### src/rtl/clk_phase_gen.sv
// clk_phase_gen -- multi-channel counter-based clock generator.
//
// Derives NUM_CH clocks from the reference clock clk. Each channel has a
// programmable divide, high time and phase offset in whole clk cycles. All
// channels realign together and lock is reported after LOCK_CYCLES quiet
// edges following a realignment.
//
// Ports:
//   clk        reference clock, rising edge
//   RST        asynchronous reset, active-high
//   PWRDWN     synchronous power-down, active-high
//   cfg_we     configuration write strobe
//   cfg_ch     target channel of the write
//   cfg_div    divide (>= 2)
//   cfg_high   high count (1 .. div-1)
//   cfg_phase  phase offset (0 .. div-1)
//   cfg_err    one-cycle pulse when a write is rejected
//   ps_en      dynamic phase-step request
//   ps_ch      phase-step channel
//   ps_incdec  1 = delay one clk cycle, 0 = advance one clk cycle
//   ps_done    one-cycle phase-step completion pulse
//   clk_out    generated clocks
//   lock       all channels aligned and stable
//
// Build option: define CLK_PHASE_GEN_DPS_EN to enable dynamic phase stepping.
// Without it the ps_* inputs are ignored and ps_done stays 0.

module clk_phase_gen #(
  parameter int unsigned NUM_CH      = 4,
  parameter int unsigned CNT_W       = 8,
  parameter int unsigned LOCK_CYCLES = 64,
  localparam int unsigned CH_W       = (NUM_CH > 1) ? $clog2(NUM_CH) : 1
) (
  input  logic              clk,
  input  logic              RST,
  input  logic              PWRDWN,
  input  logic              cfg_we,
  input  logic [CH_W-1:0]   cfg_ch,
  input  logic [CNT_W-1:0]  cfg_div,
  input  logic [CNT_W-1:0]  cfg_high,
  input  logic [CNT_W-1:0]  cfg_phase,
  output logic              cfg_err,
  input  logic              ps_en,
  input  logic [CH_W-1:0]   ps_ch,
  input  logic              ps_incdec,
  output logic              ps_done,
  output logic [NUM_CH-1:0] clk_out,
  output logic              lock
);

  localparam int unsigned LK_W = $clog2(LOCK_CYCLES + 1);

  // ST_PD doubles as the reset state: leaving it always realigns, which gives
  // the realignment on the first edge after RST is released.
  typedef enum logic [1:0] {
    ST_PD,
    ST_UNLOCKED,
    ST_LOCKED
  } state_t;

  state_t state_q, state_d;

  logic [CNT_W-1:0] div_q   [NUM_CH];
  logic [CNT_W-1:0] high_q  [NUM_CH];
  logic [CNT_W-1:0] phase_q [NUM_CH];
  logic [CNT_W-1:0] cnt_q   [NUM_CH];
  logic [LK_W-1:0]  lock_cnt_q;

  logic wr_valid;
  logic realign;
  logic hold;
  logic run;

  logic            ps_apply;
  logic [CH_W-1:0] ps_ch_q;
  logic            ps_dir_q;

  assign wr_valid = cfg_we
                 && (cfg_div >= CNT_W'(2))
                 && (cfg_high != '0)
                 && (cfg_high < cfg_div)
                 && (cfg_phase < cfg_div)
                 && (32'(cfg_ch) < NUM_CH);

  assign lock = (state_q == ST_LOCKED);

  // Lock-state register
  always_ff @(posedge clk or posedge RST) begin
    if (RST) begin
      state_q <= ST_PD;
    end else begin
      state_q <= state_d;
    end
  end

  // Next state and realignment decision
  always_comb begin
    state_d = state_q;
    realign = 1'b0;
    case (state_q)
      ST_PD: begin
        if (!PWRDWN) begin
          state_d = ST_UNLOCKED;
          realign = 1'b1;
        end
      end
      ST_UNLOCKED: begin
        if (PWRDWN) begin
          state_d = ST_PD;
        end else if (wr_valid) begin
          realign = 1'b1;
        end else if (lock_cnt_q == LK_W'(LOCK_CYCLES - 1)) begin
          state_d = ST_LOCKED;
        end
      end
      ST_LOCKED: begin
        if (PWRDWN) begin
          state_d = ST_PD;
        end else if (wr_valid) begin
          state_d = ST_UNLOCKED;
          realign = 1'b1;
        end
      end
      default: state_d = ST_PD;
    endcase
  end

  assign hold = (state_d == ST_PD);
  assign run  = !realign && !hold;

  always_ff @(posedge clk or posedge RST) begin
    if (RST) begin
      lock_cnt_q <= '0;
    end else if (realign) begin
      lock_cnt_q <= '0;
    end else if (run && (state_q == ST_UNLOCKED)) begin
      lock_cnt_q <= lock_cnt_q + LK_W'(1);
    end
  end

`ifdef CLK_PHASE_GEN_DPS_EN
  logic ps_pend_q;
  logic ps_fin_q;
  logic ps_accept;

  // A step is taken only from a locked, otherwise idle edge; any cfg_we on
  // the same edge wins over the step request.
  assign ps_accept = ps_en && (state_q == ST_LOCKED) && !ps_pend_q && !ps_fin_q
                  && (32'(ps_ch) < NUM_CH) && !cfg_we && !PWRDWN;
  assign ps_apply  = ps_pend_q && run;

  always_ff @(posedge clk or posedge RST) begin
    if (RST) begin
      ps_pend_q <= 1'b0;
      ps_fin_q  <= 1'b0;
      ps_ch_q   <= '0;
      ps_dir_q  <= 1'b0;
      ps_done   <= 1'b0;
    end else begin
      ps_pend_q <= ps_accept;
      ps_fin_q  <= ps_apply;
      ps_done   <= ps_fin_q;
      if (ps_accept) begin
        ps_ch_q  <= ps_ch;
        ps_dir_q <= ps_incdec;
      end
    end
  end
`else
  logic unused_ps;

  assign unused_ps = ^{ps_en, ps_ch, ps_incdec};
  assign ps_apply  = 1'b0;
  assign ps_ch_q   = '0;
  assign ps_dir_q  = 1'b0;
  assign ps_done   = 1'b0;
`endif

  // Per-channel next values
  logic [NUM_CH-1:0] sel_wr;
  logic [NUM_CH-1:0] sel_ps;
  logic [CNT_W-1:0]  align_val   [NUM_CH];
  logic [CNT_W-1:0]  cnt_next    [NUM_CH];
  logic [CNT_W-1:0]  phase_step  [NUM_CH];

  always_comb begin
    logic [CNT_W-1:0] div_eff;
    logic [CNT_W-1:0] ph_eff;
    logic [CNT_W:0]   sum2;
    div_eff = '0;
    ph_eff  = '0;
    sum2    = '0;
    for (int unsigned i = 0; i < NUM_CH; i++) begin
      sel_wr[i] = wr_valid && (cfg_ch == CH_W'(i));
      sel_ps[i] = ps_apply && (ps_ch_q == CH_W'(i));

      // Realignment uses the values being written on this same edge.
      div_eff      = sel_wr[i] ? cfg_div   : div_q[i];
      ph_eff       = sel_wr[i] ? cfg_phase : phase_q[i];
      align_val[i] = (ph_eff == '0) ? '0 : div_eff - ph_eff;

      // Advance step skips one count; since cnt < div and div >= 2 a single
      // subtraction brings the sum back into range.
      sum2 = {1'b0, cnt_q[i]} + (CNT_W + 1)'(2);
      if (sel_ps[i] && ps_dir_q) begin
        cnt_next[i] = cnt_q[i];
      end else if (sel_ps[i]) begin
        cnt_next[i] = (sum2 >= {1'b0, div_q[i]}) ? CNT_W'(sum2 - {1'b0, div_q[i]})
                                                  : sum2[CNT_W-1:0];
      end else begin
        cnt_next[i] = (cnt_q[i] == div_q[i] - CNT_W'(1)) ? '0 : cnt_q[i] + CNT_W'(1);
      end

      if (ps_dir_q) begin
        phase_step[i] = (phase_q[i] == div_q[i] - CNT_W'(1)) ? '0 : phase_q[i] + CNT_W'(1);
      end else begin
        phase_step[i] = (phase_q[i] == '0) ? div_q[i] - CNT_W'(1) : phase_q[i] - CNT_W'(1);
      end
    end
  end

  // Channel registers, counters and outputs
  always_ff @(posedge clk or posedge RST) begin
    if (RST) begin
      cfg_err <= 1'b0;
      clk_out <= '0;
      for (int unsigned i = 0; i < NUM_CH; i++) begin
        div_q[i]   <= CNT_W'(2);
        high_q[i]  <= CNT_W'(1);
        phase_q[i] <= '0;
        cnt_q[i]   <= '0;
      end
    end else begin
      cfg_err <= cfg_we && !wr_valid;
      for (int unsigned i = 0; i < NUM_CH; i++) begin
        if (sel_wr[i]) begin
          div_q[i]   <= cfg_div;
          high_q[i]  <= cfg_high;
          phase_q[i] <= cfg_phase;
        end else if (sel_ps[i]) begin
          phase_q[i] <= phase_step[i];
        end

        if (realign) begin
          cnt_q[i]   <= align_val[i];
          clk_out[i] <= 1'b0;
        end else if (hold) begin
          clk_out[i] <= 1'b0;
        end else begin
          clk_out[i] <= (cnt_q[i] < high_q[i]);
          cnt_q[i]   <= cnt_next[i];
        end
      end
    end
  end

endmodule

### config.mk
export PLATFORM = sky130hd
export DESIGN_NAME = clk_phase_gen
export DESIGN_NICKNAME = d
export VERILOG_FILES = /design/src/rtl/clk_phase_gen.sv
export SDC_FILE = /design/constraint.sdc
export NUM_CORES = 1
export LEC_CHECK = 0
export ABC_AREA = 0
export CAP_MARGIN = 15
export CORE_UTILIZATION = 25
export DETAILED_ROUTE_END_ITERATION = 6
export SETUP_SLACK_MARGIN = 0.15
export SYNTH_ARGS = -nofsm -noshare
export SYNTH_HDL_FRONTEND = slang
export SYNTH_SLANG_ARGS = --single-unit
### constraint.sdc
create_clock -name clk -period 4.1 [get_ports clk]
set_clock_uncertainty 0.1 [all_clocks]
set_input_delay 0.615 -clock clk [delete_from_list [all_inputs] [get_ports clk]]
set_output_delay 0.615 -clock clk [all_outputs]
set_load 0.005 [all_outputs]
# After elaboration in Yosys (flattened, before gate mapping)

Cells that the tools add are included.

Logic and storage cells: 120
Bits in registers: 142
Output and inout bits: 7

Add/sub/neg operators: 13
Reductions and logical operators: 24
Muxes and demuxes: 45
Magnitude comparators: 7
Equality and inequality tests: 11

Operators with widths:

| cell                                                 | number |
|---|---|
| 2-to-1 mux 8 bit                                     | 24 |
| < comparator 8 bit                                   | 6 |
| adder 8 x 1 -> 8 bit (second input constant)         | 4 |
| equality test 8 bit                                  | 4 |
| logical NOT 8 bit                                    | 4 |
| subtractor 8 x 1 -> 8 bit (second input constant)    | 4 |
| subtractor 8 bit                                     | 4 |
| 2-to-1 mux 7 bit                                     | 2 |
| 2-to-1 mux 2 bit                                     | 6 |
| logical AND 1 bit                                    | 11 |
| 2-to-1 mux 1 bit                                     | 11 |
| >= comparator 8 x 2 -> 1 bit (second input constant) | 1 |
| nonzero test 8 bit                                   | 1 |
| adder 7 x 1 -> 7 bit (second input constant)         | 1 |
| equality test 7 x 6 -> 1 bit (second input constant) | 1 |
| equality test 2 bit (second input constant)          | 3 |
| logical NOT 2 bit                                    | 3 |
| case mux 2 bit (3 select lines)                      | 1 |
| equality test 2 x 1 -> 1 bit (second input constant) | 2 |
| logical NOT 1 bit                                    | 3 |
| != test 2 bit (second input constant)                | 1 |
| case mux 1 bit (2 select lines)                      | 1 |
| nonzero test 2 bit                                   | 1 |
| OR reduction 2 bit                                   | 1 |

# Longest topological paths before layout

Word-level depth: 14
Depth in mapped cells: 21
Gate-level depth less buffers: 17

# Worst setup path before layout

Ideal clock, no wire load.

Path type: input port to flip-flop
From: input cfg_div[5]
To: register cnt_q[14] (netlist bit)
Setup slack: -0.797 ns
Required time: 3.861 ns
Arrival: 4.659 ns
Buffers on the path: 4
Cell stages on the path: 20
Library setup time: 0.139 ns
Path through: inv_1 ha_1 a21o_1 a21o_1 a222oi_1 buf_2 buf_4 buf_2 nand2_1 buf_1 mux2_2 ha_1 fa_1 nor2b_1 o21ai_0 a21boi_0 o21a_1 o21ai_0 and4_1 or4_1

Longest elaborated chain between the ends: 10
Elaborated cells between the ends (all ways): 24
Those cells by class: 1 x add/sub; 3 x order compare; 1 x eq/ne; 12 x mux; 7 x reduce/logical

Ends and longest elaborated chain:

| item                                                  | line     | text |
|---|---|---|
| from (decl)                                           | 39       | `input logic [CNT_W-1:0] cfg_div,` |
| >= comparator 8 x 2 -> 1 bit                          | 79       | `&& (cfg_div >= CNT_W'(2))` |
| logical AND 1 bit                                     | 79       |  |
| logical AND 1 bit                                     | 80       | `&& (cfg_high != '0)` |
| logical AND 1 bit                                     | 81       | `&& (cfg_high < cfg_div)` |
| logical AND 1 bit                                     | 82       | `&& (cfg_phase < cfg_div)` |
| logical AND 1 bit (tied with other cells)             | 194      | `sel_wr[i] = wr_valid && (cfg_ch == CH_W'(i));` |
| 2-to-1 mux 8 bit (tied with other cells)              | 198      | `div_eff = sel_wr[i] ? cfg_div : div_q[i];` |
| subtractor 8 bit (tied with other cells)              | 200      | `align_val[i] = (ph_eff == '0) ? '0 : div_eff - ph_eff;` |
| 2-to-1 mux 8 bit or logical NOT 2 bit (tied branches) | 200, 128 |  |
| 2-to-1 mux 8 bit or != test 2 bit (tied branches)     | --       |  |
| to (signal, indexed assignment)                       | 245      | `cnt_q[i] <= align_val[i];` |
| to (signal, indexed assignment)                       | 251      | `cnt_q[i] <= cnt_next[i];` |
| to (decl)                                             | 66       | `logic [CNT_W-1:0] cnt_q [NUM_CH];` |

Parallel ways exist; a longest one is shown, timed or not.
A chain may end at the register's enable or synchronous reset.

# Worst setup path after layout

From: input cfg_high[4]
To: register cnt_q[23] (netlist bit)

Longest elaborated chain between the ends: 9
Elaborated cells between the ends (all ways): 22
Those cells by class: 1 x add/sub; 1 x order compare; 1 x eq/ne; 12 x mux; 7 x reduce/logical

Ends and longest elaborated chain:

| item                                                                       | line     | text |
|---|---|---|
| from (decl)                                                                | 40       | `input logic [CNT_W-1:0] cfg_high,` |
| parallel branches: the longest is 2 deep, another holds < comparator 8 bit | --       |  |
| logical AND 1 bit (*)                                                      | 81       |  |
| logical AND 1 bit (*)                                                      | 82       |  |
| logical AND 1 bit (tied with other cells)                                  | 194      |  |
| 2-to-1 mux 8 bit (tied with other cells)                                   | --       |  |
| subtractor 8 bit (tied with other cells)                                   | 200      |  |
| 2-to-1 mux 8 bit or logical NOT 2 bit (tied branches)                      | 200, 128 |  |
| 2-to-1 mux 8 bit or != test 2 bit (tied branches)                          | --       |  |

Mark *: on every way between the ends.

==> flow_summary_export.csv <==
group,metric,value,unit
timing,hold_viol,0,
worst_setup_path,slowest_delay,0.52,ns
pwr,finalPower,9.42,mW
routing,via_per_inst,5.02,
global_route,grt_pass1_vias,8965,
final_layout,syn2layout_area_growth,38.0,%
worst_setup_path,reg2regPathDepth,9,
worst_setup_path,path_max_fanout,5,
global_route,grt_overflow,0,
timing,rsz0062_at_grt,"yes",
place,place_ws,-0.968,ns
place,port_buffers,35,
synth,synth_cells,1063,
worst_setup_path,crit_arrival,4.18,ns
timing,whs,0.409,ns
final_layout,fill_cells,3874,
pwr,powerDensity,685,nW/um2
worst_setup_path,r2r_start,"div_q[8]$_DFF_PP0_",
cts,cts.clk_slew.worst_paths,0.06,ns
cts,cts_buffer_depth,2,
synth,syn_avg_cell_area,9.37,um2
synth,yosysTopAreaCellShare,33.7,%
routing,vias,9060,
floorplanning,die_y,202,um
synth,seq_area_frac_synth,35.8,%
worst_setup_path,cp.required,4.30,ns
synth,async_reset_ff_share,100,%
routing,wl,32.1,mm
global_route,grt_max_degree,48,
floorplanning,rows,72,
pwr,internal_power,5.62,mW
synth,synthTopCellsByArea,"dfrtp_1, ha_1, mux2_2, inv_1, nand2_1",
cts,cts_buffers,17,
worst_setup_path,cp-startpoint,"cfg_high[4]",
worst_setup_path,timing.rr.end,"cnt_q[14]$_DFFE_PP0P_",
synth,syn_nets,1187,
final_layout,seqCellArea,3560,um2
pwr,swShare,40.4,%
timing,fin_crit,3.98,ns
floorplanning,io_pins,41,
pwr,comb_power_share,53.9,%
worst_setup_path,start_kind,"input port",
final_layout,layout-drive-gt1-share,32.2,%
worst_setup_path,path_cells,"clkdlybuf4s15_2 -> ha_1 -> a21oi_2 -> o22ai_4 -> buf_4 -> nor4_4 -> nand2_2 -> a21oi_1 -> inv_1 -> ha_1 -> a21o_1 -> a41o_1 -> o41ai_2 -> buf_4 -> nor3_1 -> o21ai_1 -> buf_4 -> nand4_1",
final_layout,fin_cells,1806,
synth,synth_edf_count,0,
worst_setup_path,endpoint_kind,"register",
pwr,power_frac_seq,27.4,%
global_route,grt_pass1_wl,50.2,mm
run_status,violations,"design-rule violations",
run_status,status,"finished with violations",
floorplanning,initial_core_util,25.5,%
synth,synth_commonest_cells,"dfrtp_1, inv_1, ha_1, nand2_1, o21ai_0",
routing,wl_per_cell,17.8,um
timing,max-slew-margin-rel,33.9,%
final_layout,fin_nets,1399,
synth,ys_seq_elements,142,
routing,ant_nets,0,
worst_setup_path,slowest_stage,"nor4_4",
pwr,p_leak,6.15,nW
final_layout,diodes,0,
cts,cts_root_buf,"clkbuf_16",
timing,worst_slew_pin_slew,0.992,ns
timing,period_share,97.1,%
synth,synth_flop_cell,"dfrtp_1",
worst_hold_path,worstHoldPathType,"reg -> reg",
global_route,antenna_found_initial,0,
pwr,p_sw,3.80,mW
pwr,peakVddDrop,320,uV
synth,synth_area,9960,um2
floorplanning,fp.coreArea,39000,um2
cts,htree_levels,4,
worst_setup_path,path_class,"in -> reg",
cts,cts_tree,"yes",
global_route,grt.total_usage,15.6,%
synth,yosysTopAreaCell,"dfrtp_1",
run,drv_cap,0,
routing,dr.pass1.iters,7,
floorplanning,die_w,202,um
final_layout,multi_input_area,6570,um2
synth,post-synth-top-count-cell,"dfrtp_1",
synth,yosysUniqueCellTypes,78,
synth,synth_warnings,0,
worst_setup_path,ff2ff_setup_slack,0.68,ns
worst_setup_path,worst-path-buf-inv,5,
routing,drc_errors,1,
timing,setup_violations,0,
worst_setup_path,cp.depth,18,
worst_setup_path,endpoint,"cnt_q[23]$_DFFE_PP0P_",
routing,drt-initial-drc-count,650,
place,place_hpwl,23.8,mm
timing,postLayoutSetupSlackWorst,0.120,ns
worst_setup_path,path_common_cell,"buf_4",
cts,cts_sinks,142,
timing,tns,0,ns
place,dp_cells,1750,
timing,clock.fmax,251,MHz
cts,clock_latency,0.43,ns
place,place_congestion,0.899,
pwr,pwr-share-clk,18.7,%
timing,drv_slew,0,
floorplanning,dieArea,40600,um2
worst_setup_path,cp_top_family,"compound AO/OA/AOI/OAI gates",
cts,cts-hold-fix-buffers,0,
[stage by stage]
stage / instance area, um2 / utilization, %
after global placement: 12200 / 31.3
after global routing: 13700 / 35.2
after CTS: 13300 / 34.0
final: 13700 / 35.2
after floorplan: 10100 / -
after detailed placement: 12200 / 31.3
[sequential cells by signal, indices dropped and copies added, names as in the netlist, named ones only]
name,count
cnt_q,32
div_q,32
high_q,32
phase_q,31
lock_cnt_q,7
clk_out,4
state_q,2
cfg_err,1
[power groups by stage]
| stage | logic (mW) | registers, mW | clock network [mW] |
|---|---|---|---|
| 2_1_floorplan | 3.06 | 2.34 | 0 |
| 3_3_place_gp | 4.42 | 2.55 | 0 |
| 3_5_place_dp | 4.55 | 2.56 | 0 |
| 4_1_cts | 4.72 | 2.55 | 1.78 |
| 5_1_grt | 5.61 | 2.65 | 1.85 |
| 6_report | 5.08 | 2.58 | 1.76 |
[worst min-delay path by stage]
stage / from / endpoint / cells past startpoint
after floorplan: phase_q[29]$_DFF_PP0_ / phase_q[29]$_DFF_PP0_ / 2
after global placement: high_q[7]$_DFFE_PP0P_ / high_q[7]$_DFFE_PP0P_ / 1
after detailed placement: high_q[3]$_DFFE_PP0P_ / high_q[3]$_DFFE_PP0P_ / 1
after CTS: cfg_div[4] / div_q[28]$_DFF_PP0_ / 2
after global routing: cfg_div[3] / div_q[27]$_DFF_PP0_ / 2
final: high_q[11]$_DFFE_PP0P_ / high_q[11]$_DFFE_PP0P_ / 1
[area by class of cell]
class                   count  share of cell area, %
clock buffers              17                   3.10
clock inverters            15                   1.69
inverters                 105                   3.00
multi-input cells         783                   47.8
flip-flops and latches    142                   25.9
well taps                 518                   4.72
repair buffers            226                   13.8
[layer usage]
metal	global-route usage [%]	vias to the layer above	part of all wire, %
met5	0	-	0
met4	3.95	0	2.1
met3	2.38	52	3.7
met2	25.9	221	48
met1	21.2	4491	46
li1	-	4296	-
[logic make-up (layout without fill, tap and decap cells)]
kind of cell / count (synthesis) / after routing / share of synthesized area (%)
and+or+nand+nor: 331 / 333 / 17.7
AOI/OAI and AO/OA: 231 / 231 / 16.5
DFF: 142 / 142 / 35.8
buffers and inverters: 140 / 363 / 5.55
adders and majority gates: 90 / 90 / 11.6
muxes: 73 / 73 / 7.99
xor gates and xnor gates: 55 / 55 / 4.84
other: 1 / 1 / 0.0377
[cells in the final DEF, fill, tap and decap left out, drive strengths merged, types with 25 or more instances in the layout]
cell type,count
mux2,52
xnor2,32
ha,86
dfrtp,134
a21oi,25
buf,200
nor2,47
inv,108
nand3,42
o21ai,56
nand2,80
[timing repair]
item                       in CTS  in global routing
gates resized for setup       135                105
gates cloned                    2                  0
pin swaps                      30                 48
setup buffers                  16                  6
setup endpoints to repair      26                 12
No activity file was read; power rests on OpenSTA's default activity.
